===== src/rtl/ifetch_ctrl.sv =====
`default_nettype none
// ============================================================================
// Module      : ifetch_ctrl
// Description : Instruction fetch sequencer. Issues imem reads from the PC,
//               buffers returned words in a prefetch FIFO and presents
//               {pc, instr} to decode. Optional IFETCH_STATS_EN adds
//               fetch/flush counters.
// Revision    : 1.0 - initial release
// ============================================================================
module ifetch_ctrl #(
  parameter int                ADDR_W   = 32,
  parameter int                INSTR_W  = 32,
  parameter logic [ADDR_W-1:0] RESET_PC = '0,
  parameter int                DEPTH    = 2
) (
  input  logic               clk,
  input  logic               reset,
  output logic [ADDR_W-1:0]  imem_addr,
  output logic               imem_en,
  input  logic [INSTR_W-1:0] imem_data,
  input  logic               redirect,
  input  logic [ADDR_W-1:0]  redirect_pc,
  input  logic               halt,
  output logic               out_valid,
  input  logic               out_ready,
  output logic [ADDR_W-1:0]  out_pc,
  output logic [INSTR_W-1:0] out_instr
`ifdef IFETCH_STATS_EN
  ,
  output logic [31:0]        stat_fetched,
  output logic [31:0]        stat_flushed
`endif
);

  localparam int c_PTR_W = (DEPTH > 1) ? $clog2(DEPTH) : 1;
  localparam int c_CNT_W = $clog2(DEPTH + 1);
  localparam int c_OCC_W = c_CNT_W + 1;

  typedef enum logic [0:0] {
    S_RUN  = 1'b0,
    S_HALT = 1'b1
  } state_t;

  state_t              r_state;
  logic [ADDR_W-1:0]   r_pc;
  logic [ADDR_W-1:0]   r_inflight_pc;
  logic                r_inflight;
  logic [ADDR_W-1:0]   r_fifo_pc    [DEPTH];
  logic [INSTR_W-1:0]  r_fifo_instr [DEPTH];
  logic [c_PTR_W-1:0]  r_head;
  logic [c_PTR_W-1:0]  r_tail;
  logic [c_CNT_W-1:0]  r_count;

  logic                w_pop;
  logic                w_push;
  logic                w_issue;
  logic [c_OCC_W-1:0]  w_occupancy;
  logic                w_unused;

  function automatic logic [c_PTR_W-1:0] f_next_ptr(input logic [c_PTR_W-1:0] p);
    return (p == c_PTR_W'(DEPTH - 1)) ? '0 : p + c_PTR_W'(1);
  endfunction

  // Low address bits of redirect targets are discarded on purpose.
  assign w_unused = ^redirect_pc[1:0];

  assign out_valid = reset & (r_count != '0);
  assign out_pc    = out_valid ? r_fifo_pc[r_head]    : '0;
  assign out_instr = out_valid ? r_fifo_instr[r_head] : '0;

  assign w_pop  = out_valid & out_ready;
  assign w_push = r_inflight & ~redirect;

  // Slots already claimed after this cycle's pop; the inflight word needs one.
  assign w_occupancy = {1'b0, r_count}
                     + {{c_CNT_W{1'b0}}, r_inflight}
                     - {{c_CNT_W{1'b0}}, w_pop};

  assign w_issue = reset & ~redirect & (r_state == S_RUN)
                 & (w_occupancy < c_OCC_W'(DEPTH));

  assign imem_en   = w_issue;
  assign imem_addr = r_pc;

  always_ff @(posedge clk) begin
    if (!reset) begin
      r_state       <= S_RUN;
      r_pc          <= {RESET_PC[ADDR_W-1:2], 2'b00};
      r_inflight    <= 1'b0;
      r_inflight_pc <= '0;
      r_head        <= '0;
      r_tail        <= '0;
      r_count       <= '0;
    end else begin
      case (r_state)
        S_RUN:   if (halt)  r_state <= S_HALT;
        S_HALT:  if (!halt) r_state <= S_RUN;
        default: r_state <= S_RUN;
      endcase

      r_inflight <= w_issue;
      if (w_issue) begin
        r_inflight_pc <= r_pc;
      end

      if (redirect) begin
        r_pc    <= {redirect_pc[ADDR_W-1:2], 2'b00};
        r_head  <= '0;
        r_tail  <= '0;
        r_count <= '0;
      end else begin
        if (w_issue) begin
          r_pc <= r_pc + ADDR_W'(4);
        end
        if (w_push) begin
          r_tail <= f_next_ptr(r_tail);
        end
        if (w_pop) begin
          r_head <= f_next_ptr(r_head);
        end
        r_count <= r_count + c_CNT_W'(w_push) - c_CNT_W'(w_pop);
      end
    end
  end

  // Entry storage needs no reset; out_valid masks stale contents.
  always_ff @(posedge clk) begin
    if (w_push) begin
      r_fifo_pc[r_tail]    <= r_inflight_pc;
      r_fifo_instr[r_tail] <= imem_data;
    end
  end

`ifdef IFETCH_STATS_EN
  logic [31:0] r_stat_fetched;
  logic [31:0] r_stat_flushed;

  always_ff @(posedge clk) begin
    if (!reset) begin
      r_stat_fetched <= '0;
      r_stat_flushed <= '0;
    end else if (redirect) begin
      r_stat_flushed <= r_stat_flushed + 32'(r_count) + 32'(r_inflight);
    end else if (w_pop) begin
      r_stat_fetched <= r_stat_fetched + 32'd1;
    end
  end

  assign stat_fetched = r_stat_fetched;
  assign stat_flushed = r_stat_flushed;
`endif

endmodule
`default_nettype wire


===== config.mk =====
export PLATFORM = sky130hd
export DESIGN_NAME = ifetch_ctrl
export DESIGN_NICKNAME = d
export VERILOG_FILES = /design/src/rtl/ifetch_ctrl.sv
export SDC_FILE = /design/constraint.sdc
export NUM_CORES = 1
export LEC_CHECK = 0
export ABC_CLOCK_PERIOD_IN_PS = 7000
export BUFFER_PORTS_ARGS = -buffer_cell sky130_fd_sc_hd__buf_4
export CORE_UTILIZATION = 59
export CTS_CLUSTER_DIAMETER = 200
export CTS_CLUSTER_SIZE = 14
export DETAILED_ROUTE_END_ITERATION = 10
export PLACE_DENSITY = 0.85
export SYNTH_ARGS = -nofsm -noshare
export SYNTH_HDL_FRONTEND = slang
export SYNTH_SLANG_ARGS = --single-unit

===== constraint.sdc =====
create_clock -name clk -period 7 [get_ports clk]
set_input_delay 1.05 -clock clk [delete_from_list [all_inputs] [get_ports clk]]
set_output_delay 1.05 -clock clk [all_outputs]
set_load 0.02 [all_outputs]

# --- After elaboration in Yosys (flattened, before gate mapping) ---
# Memories as Yosys holds them, arrays and structs flattened. A register that Yosys moved wholly into a read port is not among the register bits.
# Index checks and enable logic that the tools add are counted.
classes:
  addsub: 7
  n_lt_le_gt_ge: 1
  muxes: 13
  n_bitwise: 9
  reduce_logical: 3
op_table:
  columns: ["op", "count"]
  rows:
  - ["$mux W32", 4]
  - ["$add A32 B3 Y32 const B", 1]
  - ["$mux W1", 9]
  - ["$and A1 B1 Y1", 6]
  - ["$reduce_bool A2 Y1", 2]
  - ["$add A2 B1 Y3", 1]
  - ["$lt A3 B2 Y1 const B", 1]
  - ["$not A1 Y1", 3]
  - ["$sub A3 B1 Y3", 1]
  - ["$add A1 B1 Y1 const B", 2]
  - ["$add A2 B1 Y2", 1]
  - ["$reduce_or A2 Y1", 1]
  - ["$sub A2 B1 Y2", 1]
totals:
  ff_bits: 70
  ramBits: 128
  inputBits: 69
  output_inout_bits: 98
  wordCells: 43
  mem_count: 2
mem_list:
  columns: ["name", "depth", "width", "rd", "rd_ports_with_merged_regs", "write_ports", "line_no", "rtl"]
  rows:
  - ["r_fifo_instr", 2, 32, 1, 1, 1, "49", "logic [INSTR_W-1:0] r_fifo_instr [DEPTH];"]
  - ["r_fifo_pc", 2, 32, 1, 1, 1, "48", "logic [ADDR_W-1:0] r_fifo_pc [DEPTH];"]

# --- Longest topological paths before layout ---
logic_depth:
  depth_word: 8
  ltp_mapped: 11

# --- Worst setup path before layout ---
# No wires, ideal clock.
synth_path:
  kind: "input to register"
  start: "in redirect"
  end: "mem r_fifo_instr[0][0] (enable)"
  arrival_ns: 4.196
  slack_ns: 2.315
  cell_stages: 3
  n_path_buf: 1
  path_cell_list: "clkbuf_1 nor2b_1 nor2b_1"
synth_via:
  elab_chain_cells: 4
synth_lines:
  columns: ["item", "line_no", "rtl"]
  rows:
  - ["start: declaration", "21", "input logic redirect,"]
  - ["$not A1 Y1", "72", "assign w_push = r_inflight & ~redirect;"]
  - ["$and A1 B1 Y1", "72", null]
  - ["$mux W1", "128", "if (w_push) begin"]
  - ["$mux W1 (implied by the code)", "130", "r_fifo_instr[r_tail] <= imem_data;"]
  - ["end: declaration", "49", null]
# Every way passes these cells.

# --- Worst setup path in the final report ---
layout_path:
  start: "in reset"
  end: "out imem_en"
layout_via:
  elab_chain_cells: 5
  word_cells_on_any_way: 7
  cone_classes: "1 x add/sub; 1 x order compare; 5 x bitwise"
layout_lines:
  columns: ["item", "line_no", "rtl"]
  rows:
  - ["start: declaration", "17", "input logic reset,"]
  - ["$and A1 B1 Y1", "67", "assign out_valid = reset & (r_count != '0);"]
  - ["$and A1 B1 Y1", "71", "assign w_pop = out_valid & out_ready;"]
  - ["$sub A3 B1 Y3", "77", "- {{c_CNT_W{1'b0}}, w_pop};"]
  - ["$lt A3 B2 Y1", "80", "& (w_occupancy < c_OCC_W'(DEPTH));"]
  - ["$and A1 B1 Y1 (*)", "80", null]
  - ["end: declaration", "19", "output logic imem_en,"]
# Mark *: on every way between the ends. The rest lies on a longest branch, timed or not.

==> results.md <==
- Crit. path cell count: 9
- H-tree depth: 4
- CTS tree: done
- Antenna-violating nets left: 0
- Req. time, crit path: between 5 and 6 ns
- FP Rows: a little over 40
- Critical path class: primary input to primary output
- Final WL: 17.7 mm
- Syn Std Cell Area: 7880 sq um
- Total Routing Usage GR: 0.262
- DRC violations left: 0
- Number of port buffers: 160
- Sequential-to-total area share from yosys stat: 0.643
- Grt ovf: 0
- Startpoint Class: primary input
- Top post-synthesis cells by count: edfxtp_1, nand2_1, nor2_1
- Worst path buffer plus inverter count: 3
- Tightest Pin Transition: about 1.2 ns
- Yosys cell types: 48
- Maximum clock rate: about 0.24 GHz
- Synth area leader: edfxtp_1
- Endpoints failing setup: 0
- Mapped Cells: between 600 and 700
- Max clock buf depth: 2
- Hold path depth: 0
- Crit path time final: 4.10 ns
- Post-synth EDFFs: 124
- Top delay family on crit path: buffers and inverters
- DR WL/cell: approximately 18 microns
- Ranking of synthesized cells by area: edfxtp_1, dfxtp_1, mux2i_1
- Clock root cell: clkbuf_16
- Peak VDD IR: 149 uV
- Async set-reset flop share out of synthesis: 0
- Largest net degree at the start of global routing: 64
- HPWL Detailed: roughly 11 mm
- Final TNS setup: 0 ns
- CP Capture Type: primary output
- Diodes inserted: 0
- Clk_lat worst skew: around 0.43 ns
- Slew headroom: 0.222
- Warnings from Yosys: 0
- Maxcap violations: 0
- Core ar.: around 13000 sq um
- # IOs: approximately 170
- Arrival @ worst endpoint: about 3.1 ns
- Initial core utilization: 0.614
- RSZ-0062 raised after global routing: no
- Final hold vios: 0
- Worst path cell trace: buf_4, o211ai_1, xnor2_1, nand2_1, fa_1, and4bb_2, nand2_1, clkinv_1, buf_4
- CTS Buf Count: 17
- Final Util: 0.758
- Post-CTS resize count: 0
- Crit share post-route: 0.585
- Die Span Y: between 100 and 150 microns
- Clk sink count: between 150 and 200
- Yosys reg bits: 191
- Layout net count: 882
- Iteration-0 DRC Markers: slightly below 600
- Crit path largest cell delay: between 0.4 and 0.5 ns
- Share of layout cells above drive strength 1: 0.251
- Gpl congestion: 0.885
- Most frequent cell after synthesis: edfxtp_1
- Worst-path clk slew: 0.06 ns
- FF-to-FF path depth: 8
- Detailed-route via count: 5883
- Vias in the first global route: between 5000 and 6000
- Die extent in x: ~120 microns
- Pre-Repair DR Iteration Count: 5
- Mean Syn Cell Area: between 10 and 15 sq um
- Initial antenna violation count: 0
- Post-CTS Setup Bufs: 0
- Top_reg_cell synth: edfxtp_1
- Worst hold-check path type: flop to flop
- Pwr Density: approximately 230 nW/um^2
- DIE AREA: around 14000 sq um
- CP max-delay cell: fa_1
- Pleak: between 0.003 and 0.004 uW
- Area Overhead vs Synth: 23.4%
- Via density: roughly 5.9
- Post-Route Skew: about 0.011 ns
- Hold_buf cts: 0
- Final Max Slew Viols: 0
- First-pass GRT wire length: approximately 28 mm
- Status: finished, final reports clean
- Crit-path max FO: 22
- Synth top area share: 0.473
-- state kept, by name, indices dropped and copies added, names as in the netlist, named ones only --
| signal | flops |
|---|---|
| r_inflight_pc | 30 |
| r_tail | 1 |
| r_inflight | 1 |
| r_count | 2 |
| r_fifo_instr | 64 |
| r_state | 1 |
| imem_addr | 30 |
| r_head | 1 |
| r_fifo_pc | 60 |
-- power by group --
part	total, uW	switching [uW]	internal (uW)
registers	1250	29.9	1220
clock network	872	414	458
logic	152	87.1	65.3
total	2280	531	1750
-- cell families (layout without fill, tap and decap cells) --
logic type,after synthesis,count (layout),synth area share
simple gates,250,250,0.153
mux,63,63,0.0802
fa+ha+maj,3,3,0.00572
compound gates,95,95,0.0770
buf+inv,53,205,0.0280
xor+xnor,11,11,0.0122
other cells,1,4,0.000476
flops,191,191,0.643
-- placed cells by master (no fill, tap or decap), types with 7 or more instances in the layout --
| cell type | n |
|---|---|
| buf_4 | 167 |
| edfxtp_1 | 124 |
| nand2_1 | 81 |
| nor2_1 | 76 |
| dfxtp_1 | 66 |
| mux2i_1 | 62 |
| a21oi_1 | 32 |
| nand3_1 | 21 |
| clkbuf_16 | 17 |
| or4_1 | 16 |
| a31oi_1 | 16 |
| o21ai_0 | 11 |
| nand4_1 | 9 |
| o311ai_0 | 8 |
| xnor2_1 | 7 |
| or3_1 | 7 |
-- metrics by stage --
| step | hold slack (ns) | setup WS, ns | power [uW] | cells | area, sq um |
|---|---|---|---|---|---|
| 6_report | 0.455 | 2.90 | 2280 | 994 | 9720 |
| 3_3_place_gp | 0.431 | 2.78 | 1420 | 963 | 9190 |
| 5_1_grt | 0.469 | 2.70 | 2340 | 994 | 9720 |
| 3_5_place_dp | 0.441 | 2.70 | 1430 | 963 | 9190 |
| 2_1_floorplan | 0.425 | 2.31 | 1350 | 670 | 7890 |
| 4_1_cts | 0.456 | 2.92 | 2280 | 994 | 9720 |
-- path summary, 6_finish.rpt --
check	startpoint	endpoint	slack, ns
setup reg to reg	r_count[1]	imem_addr[24]	3.29
hold reg to reg	r_inflight_pc[29]	r_fifo_pc[0][29]	0.45
setup / recovery	reset	imem_en	2.90
hold / removal	r_inflight_pc[29]	r_fifo_pc[0][29]	0.45
-- area by class of cell --
| cell class | instances | area (sq um) |
|---|---|---|
| timing repair buffer | 167 | 1250 |
| tap | 172 | 215 |
| clock inverter | 14 | 110 |
| fill | 824 | 3100 |
| sequential | 191 | 5070 |
| clock buffer | 17 | 425 |
| multi-input combinational | 426 | 2620 |
| inverter | 7 | 26.3 |
-- routing by layer --
metal | vias to the layer above | track usage | wire (microns)
li1 | 2739 | - | -
met1 | 2813 | 0.342 | 7300
met2 | 301 | 0.431 | 8660
met3 | 30 | 0.0538 | 1430
met4 | 0 | 0.106 | 353
met5 | - | 0 | 0
(Power assumes the default switching activity.)
